<file path="src/rtl/bus_arb_pkg.sv">
// Shared types and helpers for the bus arbiter.
// State encoding, default requester count and width helper.
package bus_arb_pkg;

  typedef enum logic [1:0] {
    IDLE    = 2'd0,
    GRANT   = 2'd1,
    ACTIVE  = 2'd2,
    RELEASE = 2'd3
  } arb_state_t;

  localparam int NREQ_DEF = 4;

  // Ceiling log2, never less than 1 bit.
  function automatic int clog2(input int n);
    int r;
    r = 1;
    for (int i = 1; i < 31; i++) begin
      if ((1 << i) < n) r = i + 1;
    end
    return r;
  endfunction

endpackage

</file>
<file path="src/rtl/bus_arbiter8_rr_pick.sv">
// Combinational round-robin picker.
// First set req bit searching upward from ptr, wrapping.
module rr_pick
  import bus_arb_pkg::*;
#(
  parameter int NREQ = NREQ_DEF
) (
  input  logic [NREQ-1:0]        req,
  input  logic [clog2(NREQ)-1:0] ptr,
  output logic [clog2(NREQ)-1:0] idx,
  output logic                   valid
);

  localparam int W = clog2(NREQ);

  logic [W:0] sum;

  // Walk candidates ptr, ptr+1, ... modulo NREQ; keep the first hit.
  always_comb begin
    idx   = '0;
    valid = 1'b0;
    sum   = '0;
    for (int i = 0; i < NREQ; i++) begin
      sum = {1'b0, ptr} + (W+1)'(i);
      if (sum >= (W+1)'(NREQ)) sum = sum - (W+1)'(NREQ);
      if (!valid && req[sum[W-1:0]]) begin
        valid = 1'b1;
        idx   = sum[W-1:0];
      end
    end
  end

endmodule

</file>
<file path="src/rtl/bus_arbiter8.sv">
// Round-robin tristate bus arbiter with dead-cycle sequencing.
// Optional hold timeout: define BUS_ARB_TIMEOUT_EN.
module bus_arbiter8
  import bus_arb_pkg::*;
#(
  parameter int NREQ     = NREQ_DEF,
  parameter int MAX_HOLD = 16
) (
  input  logic                   clk,
  input  logic                   rst_n,
  input  logic [NREQ-1:0]        req,
  input  logic [NREQ-1:0]        done,
  output logic [NREQ-1:0]        gnt,
  output logic [NREQ-1:0]        read_en,
  output logic [clog2(NREQ)-1:0] owner,
  output logic                   busy,
  output logic                   timeout_err
);

  localparam int W = clog2(NREQ);
  localparam logic [NREQ-1:0] ONE = {{(NREQ-1){1'b0}}, 1'b1};

  if (NREQ < 2 || NREQ > 8 || MAX_HOLD < 1) begin : g_bad_param
    $error("bus_arbiter8: NREQ must be 2..8, MAX_HOLD >= 1");
  end

  arb_state_t      state, state_n;
  logic [W-1:0]    ptr, ptr_n, owner_n;
  logic [W-1:0]    pick_idx;
  logic            pick_valid;
  logic [NREQ-1:0] gnt_n, read_en_n;
  logic            busy_n;
  logic            tmo;
  logic            rel_norm;

  rr_pick #(.NREQ(NREQ)) u_pick (
    .req   (req),
    .ptr   (ptr),
    .idx   (pick_idx),
    .valid (pick_valid)
  );

  assign rel_norm = done[owner] || !req[owner];

  // State and registered outputs; reset wins in any state.
  always_ff @(posedge clk) begin
    if (!rst_n) begin
      state   <= IDLE;
      ptr     <= '0;
      owner   <= '0;
      gnt     <= '0;
      read_en <= '0;
      busy    <= 1'b0;
    end else begin
      state   <= state_n;
      ptr     <= ptr_n;
      owner   <= owner_n;
      gnt     <= gnt_n;
      read_en <= read_en_n;
      busy    <= busy_n;
    end
  end

  // Next state plus next output values, so every output is a flop.
  always_comb begin
    state_n   = state;
    ptr_n     = ptr;
    owner_n   = owner;
    gnt_n     = '0;
    read_en_n = '0;
    unique case (state)
      IDLE: begin
        if (pick_valid) begin
          owner_n = pick_idx;
          state_n = GRANT;
          gnt_n   = ONE << pick_idx;
        end
      end
      GRANT: begin
        state_n   = ACTIVE;
        gnt_n     = ONE << owner;
        read_en_n = ONE << owner;
      end
      ACTIVE: begin
        if (rel_norm || tmo) begin
          state_n = RELEASE;
          ptr_n   = (owner == W'(NREQ-1)) ? '0 : owner + 1'b1;
        end else begin
          gnt_n     = ONE << owner;
          read_en_n = ONE << owner;
        end
      end
      RELEASE: state_n = IDLE;
      default: state_n = IDLE;
    endcase
    busy_n = (state_n == GRANT) || (state_n == ACTIVE);
  end

`ifdef BUS_ARB_TIMEOUT_EN
  localparam int HW = clog2(MAX_HOLD);

  logic [HW-1:0] hold_cnt;

  assign tmo = (state == ACTIVE) && (hold_cnt == HW'(MAX_HOLD-1));

  // Count ACTIVE cycles; flag a forced release not covered by done/req drop.
  always_ff @(posedge clk) begin
    if (!rst_n) begin
      hold_cnt    <= '0;
      timeout_err <= 1'b0;
    end else begin
      timeout_err <= tmo && !rel_norm;
      if (state == GRANT) hold_cnt <= '0;
      else if (state == ACTIVE) hold_cnt <= hold_cnt + 1'b1;
    end
  end
`else
  assign tmo         = 1'b0;
  assign timeout_err = 1'b0;
`endif

endmodule
</file>
<file path="config.mk">
export PLATFORM = sky130hd
export DESIGN_NAME = bus_arbiter8
export DESIGN_NICKNAME = d
export VERILOG_FILES = /design/src/rtl/bus_arb_pkg.sv /design/src/rtl/bus_arbiter8_rr_pick.sv /design/src/rtl/bus_arbiter8.sv
export SDC_FILE = /design/constraint.sdc
export NUM_CORES = 1
export LEC_CHECK = 0
export BUFFER_PORTS_ARGS = -buffer_cell sky130_fd_sc_hd__buf_2
export CAP_MARGIN = 20
export CORE_MARGIN = 3
export CORE_UTILIZATION = 47
export CTS_BUF_LIST = sky130_fd_sc_hd__clkbuf_4
export DETAILED_ROUTE_END_ITERATION = 10
export HOLD_SLACK_MARGIN = 0.05
export MAX_ROUTING_LAYER = met4
export PLACE_DENSITY = 0.76
export RECOVER_POWER = 50
export SYNTH_ARGS = -nofsm -noshare
export SYNTH_HDL_FRONTEND = slang
export SYNTH_SLANG_ARGS = --single-unit
</file>
<file path="constraint.sdc">
create_clock -name clk -period 1.7 [get_ports clk]
set_clock_uncertainty 0.2 [all_clocks]
set_input_delay 0 -clock clk [delete_from_list [all_inputs] [get_ports clk]]
set_output_delay 0 -clock clk [all_outputs]
set_load 0.05 [all_outputs]
</file>
# Yosys cells after proc, flatten, opt, wreduce, memory -nomap -nowiden
# Index checks and enable logic that the tools add are counted.
op_classes:
  addsub: 8
  multipliers: 0
  div: 0
  order_cmp: 9
  n_eq_ne: 6
  shifts: 2
  muxes: 32
  bitwise_logic: 0
  n_reduce_logical: 12
op_table:
  columns: ["cell", "n"]
  rows:
  - ["2-bit 2-to-1 mux", 11]
  - ["2-bit by 3-bit less-than comparator with 1-bit output, second input constant", 5]
  - ["1-bit binary-select mux with 2-bit select", 6]
  - ["4-bit one-hot mux with 3 select lines", 1]
  - ["1-bit 2-to-1 mux", 10]
  - ["3-bit greater-or-equal comparator, second input constant", 3]
  - ["2-bit equality test, second input constant", 4]
  - ["4-bit 2-to-1 mux", 2]
  - ["2-bit one-hot mux with 4 select lines", 1]
  - ["4-bit one-hot mux with 2 select lines", 1]
  - ["1-bit by 2-bit left shift with 4-bit output, first input constant", 2]
  - ["2-bit by 1-bit subtractor with 2-bit output, second input constant", 4]
  - ["2-bit by 2-bit adder with 3-bit output, second input constant", 2]
  - ["2-bit by 1-bit equality test with 1-bit output, second input constant", 2]
  - ["1-bit zero test", 4]
  - ["2-bit AND reduction", 2]
  - ["2-bit by 1-bit adder with 3-bit output, second input constant", 1]
  - ["2-bit by 3-bit greater-or-equal comparator with 1-bit output, second input constant", 1]
  - ["1-bit logical AND", 3]
  - ["2-bit by 1-bit adder with 2-bit output, second input constant", 1]
  - ["2-bit zero test", 1]
  - ["1-bit logical OR", 2]
totals:
  register_bits: 15
  latch_bits: 0
  ramBits: 0
  romBits: 0
  out_inout_bits: 12
  memories: 0

# Longest topological paths before layout
depth:
  depth_word: 18
  depth_mapped: 7
  mapped_depth_nobuf: 7

# Cells and area by module
# A second synthesis with hierarchy kept.
hier_totals:
  cells_unflattened: 97
  hier_area_um2: 829.5
by_module_without_submodules:
  columns: ["mod", "n_inst", "cells_each", "area_per_inst_um2", "seq_area_each_um2"]
  rows:
  - ["bus_arbiter8", 1, 82, 752.0, 300.3]
  - ["rr_pick", 1, 15, 77.6, 0.0]

# Worst setup path after synthesis
# Ideal clock, no wire load.
synth_path:
  kind: "register to register"
  from: "register owner[1]"
  to: "register ptr[0]"
  setup_ns: 0.070
  arrival_time_ns: 1.975
  required_ns: 1.430
  slack_ns: -0.545
  stages_incl_launch_ff: 6
  path_buffers: 0
  synth_period_minus_slack_ns: 2.245
  path_cell_list: "dfxtp_1 inv_1 mux4_2 or2_4 or3_1 a21boi_1"
synth_via:
  elab_chain_len: 5
  word_cells_on_any_way: 9
  cone_classes: "eq/ne: 1; mux: 5; reduce/logical: 3"
synth_lines:
  columns: ["element", "line_no", "text"]
  rows:
  - ["start, declared", "bus_arbiter8.sv:15", "output logic [clog2(NREQ)-1:0] owner,"]
  - ["start signal, assigned", "bus_arbiter8.sv:57", "owner <= owner_n;"]
  - ["1-bit binary-select mux with 2-bit select", "bus_arbiter8.sv:43", "assign rel_norm = done[owner] || !req[owner];"]
  - ["1-bit 2-to-1 mux (implied by the code)", "bus_arbiter8.sv:43", null]
  - ["1-bit zero test", "bus_arbiter8.sv:43", null]
  - ["1-bit logical OR", "bus_arbiter8.sv:43", null]
  - ["2-bit AND reduction (no line)", null, null]
  - ["end signal, assigned", "bus_arbiter8.sv:56", "ptr <= ptr_n;"]
  - ["end, declared", "bus_arbiter8.sv:28", "logic [W-1:0] ptr, ptr_n, owner_n;"]
# Parallel ways exist; a longest one is shown, timed or not. The select of a mux whose other input is x is not followed.
# A chain may end at the register's enable or synchronous reset.

# Final worst setup path
# Ends and elaborated chain as after synthesis.

==> flow_metrics.env <==
export IMPL_status="complete, but fails checks"
export IMPL_violations="setup timing"
export IMPL_synth_edf_count=0
export IMPL_timing_fmax_mhz=532
export IMPL_power_frac_seq_pct=29.1
export IMPL_clk_path_buf_depth=2
export IMPL_first_pass_iters=4
export IMPL_yosysWarnings=0
export IMPL_antenna_found_initial=0
export IMPL_vias_per_cell=5.40
export IMPL_tightest_slew_ps=594
export IMPL_arrival_ps=1900
export IMPL_setup_ws_ps=-179
export IMPL_rsz0062_at_grt="true"
export IMPL_dpl_cell_count=133
export IMPL_hold_class="input port to flop"
export IMPL_crit_chain="inv_4 -> mux4_2 -> or2_4 -> or3_4 -> a21boi_1"
export IMPL_setup_violations=11
export IMPL_core_area_um2=1540
export IMPL_dpl_cell_area_um2=1020
export IMPL_dr_first_iter_drc_count=34
export IMPL_clk_latency_ps=280
export IMPL_final_antenna_net_count=0
export IMPL_fp_dieH_um=47.1
export IMPL_htreeDepth=1
export IMPL_synthCells=85
export IMPL_period_share_pct=111
export IMPL_final_nets=141
export IMPL_grt_pass1_wl_um=2860
export IMPL_worstSetupPathType="flop to flop"
export IMPL_cp_max_fo=3
export IMPL_fin_cells=138
export IMPL_syn_nets=103
export IMPL_ys_ff_latch=15
export IMPL_totalWireLength_um=1860
export IMPL_drc_errors=0
export IMPL_critPathSlowestCell="mux4_2"
export IMPL_grt_overflow_total=0
export IMPL_drive_above_1_share_pct=35.2
export IMPL_wl_per_cell_um=13.5
export IMPL_dp_hpwl_um=1440
export IMPL_path_delay_family="simple AND/OR/NAND/NOR gates"
export IMPL_port_buffers=20
export IMPL_chipWidth_um=47.1
export IMPL_yosysUniqueCellTypes=28
export IMPL_grt_max_degree=10
export IMPL_grt_pass1_vias=717
export IMPL_hold_violations=0
export IMPL_swShare_pct=43.9
export IMPL_track_usage_pct=18.8
export IMPL_worstPathRequired_ps=1720
export IMPL_finalCriticalPeriod_ps=1880
export IMPL_max_stage_delay_ps=510
export IMPL_ir_worst_vdd_mv=0.863
export IMPL_synth_area_leaders="dfxtp_1, ha_1, nor2b_1, mux2i_1, a21oi_1"
export IMPL_yosysTopAreaCell="dfxtp_1"
export IMPL_yosysMostFrequentCell="dfxtp_1"
export IMPL_endpoint_kind="flop"
export IMPL_p_switching_w=0.000742
export IMPL_slew_viol_final=0
export IMPL_synth_seq_area_share_pct=37.8
export IMPL_slew_headroom_pct=60.6
export IMPL_dieArea_um2=2220
export IMPL_io_pins=22
export IMPL_synth_top_cell_area_share_pct=37.8
export IMPL_syn_to_final_growth_pct=34.3
export IMPL_num_rows=14
export IMPL_place_ws_ps=-165
export IMPL_floorplan_initialDensity_pct=51.5
export IMPL_powerDensity_nw_per_um2=1580
export IMPL_synth_top_cells_by_count="dfxtp_1, ha_1, nor2b_1"
export IMPL_avgSynthCellArea_um2=9.35
export IMPL_tritoncts="built"
export IMPL_place_gp_congestion=0.776
export IMPL_cts_sinks=15
export IMPL_comb_power_share_pct=58.5
export IMPL_cp_buffers_inverters=1
export IMPL_leakage_nw=0.510
export IMPL_cp_start_kind="flop"
export IMPL_cts_root_buf="clkbuf_4"
export IMPL_cts_buffers=3
export IMPL_synth_area_um2=795
export IMPL_cts_reportedPaths_clkPinSlew_ps=90
export IMPL_design_area_um2=1070
export IMPL_intPower_w=0.000947
export IMPL_pwr_share_clk_pct=12.4
export IMPL_maxCapViolations=0
export IMPL_synth_async_reset_ratio_pct=0
export IMPL_synthFlopType="dfxtp_1"
export IMPL_vias=745
export IMPL_diodes=0
-- cell families (layout without fill, tap and decap cells) --
kind of cell	Yosys count	after routing	synth area share, %
AO/OA/AOI/OAI	15	15	13.2
XOR/XNOR	1	1	1.10
adder cells (fa/ha/maj)	8	8	12.6
buffers and inverters	8	45	4.25
flip-flops	15	15	37.8
multiplexers	4	4	6.61
other	1	1	0.472
AND/OR/NAND/NOR	33	33	23.9
-- flip-flops by register name, indices dropped and copies added, names as in the netlist --
register / flops
gnt: 4
read_en: 4
owner: 2
ptr: 2
state: 2
busy: 1
-- path summary, 6_finish.rpt --
| kind | cells past startpoint | to | slack, ps | startpoint |
|---|---|---|---|---|
| worst max-delay path | 5 | ptr[0] | -180 | owner[1] |
| worst min-delay path | 5 | gnt[1] | 120 | req[3] |
| worst max register to register | 5 | ptr[0] | -180 | owner[1] |
| worst min register to register | 2 | ptr[0] | 330 | ptr[0] |
-- layer usage --
| metal | vias up | track usage [%] | part of all wire [%] |
|---|---|---|---|
| met2 | 26 | 35.0 | 51 |
| met1 | 351 | 18.8 | 44 |
| met3 | 4 | 3.83 | 4.2 |
| met4 | 0 | 7.73 | 1.3 |
| li1 | 364 | - | - |
| met5 | - | - | 0 |
-- repair_timing --
| item | CTS | global route |
|---|---|---|
| buffers inserted | 0 | 0 |
| resized for setup | 0 | 5 |
| endpoints found under the hold margin | 11 | 0 |
| gates cloned | 0 | 0 |
| pin swaps | 1 | 1 |
| setup endpoints to repair | 10 | 12 |
| hold buffers | 1 | 0 |
-- through the flow --
step	hold WS (ps)	setup TNS (ps)	total power, W	util, %
2_1_floorplan	-78.3	-733	0.00111	-
3_3_place_gp	110	-500	0.00140	65.9
3_5_place_dp	118	-721	0.00144	65.9
4_1_cts	94.1	-861	0.00165	68.3
5_1_grt	142	-1380	0.00178	69.2
6_report	116	-1110	0.00169	69.2
-- power by group through the flow --
stage | clock (W) | combinational (W) | sequential (W)
final | 0.000209 | 0.000989 | 0.000492
after CTS | 0.000211 | 0.000953 | 0.000487
after detailed placement | 0 | 0.000947 | 0.000495
after global placement | 0 | 0.000914 | 0.000488
after floorplan | 0 | 0.000442 | 0.000668
after global routing | 0.000226 | 0.00106 | 0.000497
-- placed cells by master (no fill, tap or decap), types with 2 or more instances in the layout --
| cell type | count |
|---|---|
| nand2_1 | 3 |
| clkbuf_4 | 3 |
| dfxtp_2 | 2 |
| ha_1 | 8 |
| dfxtp_1 | 12 |
| inv_1 | 5 |
| a32o_1 | 2 |
| and3_1 | 4 |
| nor2b_1 | 7 |
| a21oi_1 | 5 |
| nand2b_1 | 4 |
| nor2_1 | 6 |
| buf_2 | 13 |
| a22oi_2 | 2 |
| o22ai_1 | 2 |
| buf_4 | 14 |
| mux2i_1 | 3 |
| clkbuf_1 | 7 |
| and2_1 | 3 |
-- layout make-up --
class                   instances  area, um^2
fillers                       117         474
flip-flops and latches         15         307
multi-input cells              62         482
clock buffers                   3        22.5
inverters                       6        25.0
repair buffers                 35         206
clock inverters                 1        5.00
well taps                      16        20.0
-- tightest hold or removal path, delay by kind of cell --
family          cells  cell delay [ps]
compound gates      2              290
simple gates        1               60
buf+inv             2              220
No activity file was read; power rests on OpenSTA's default activity.
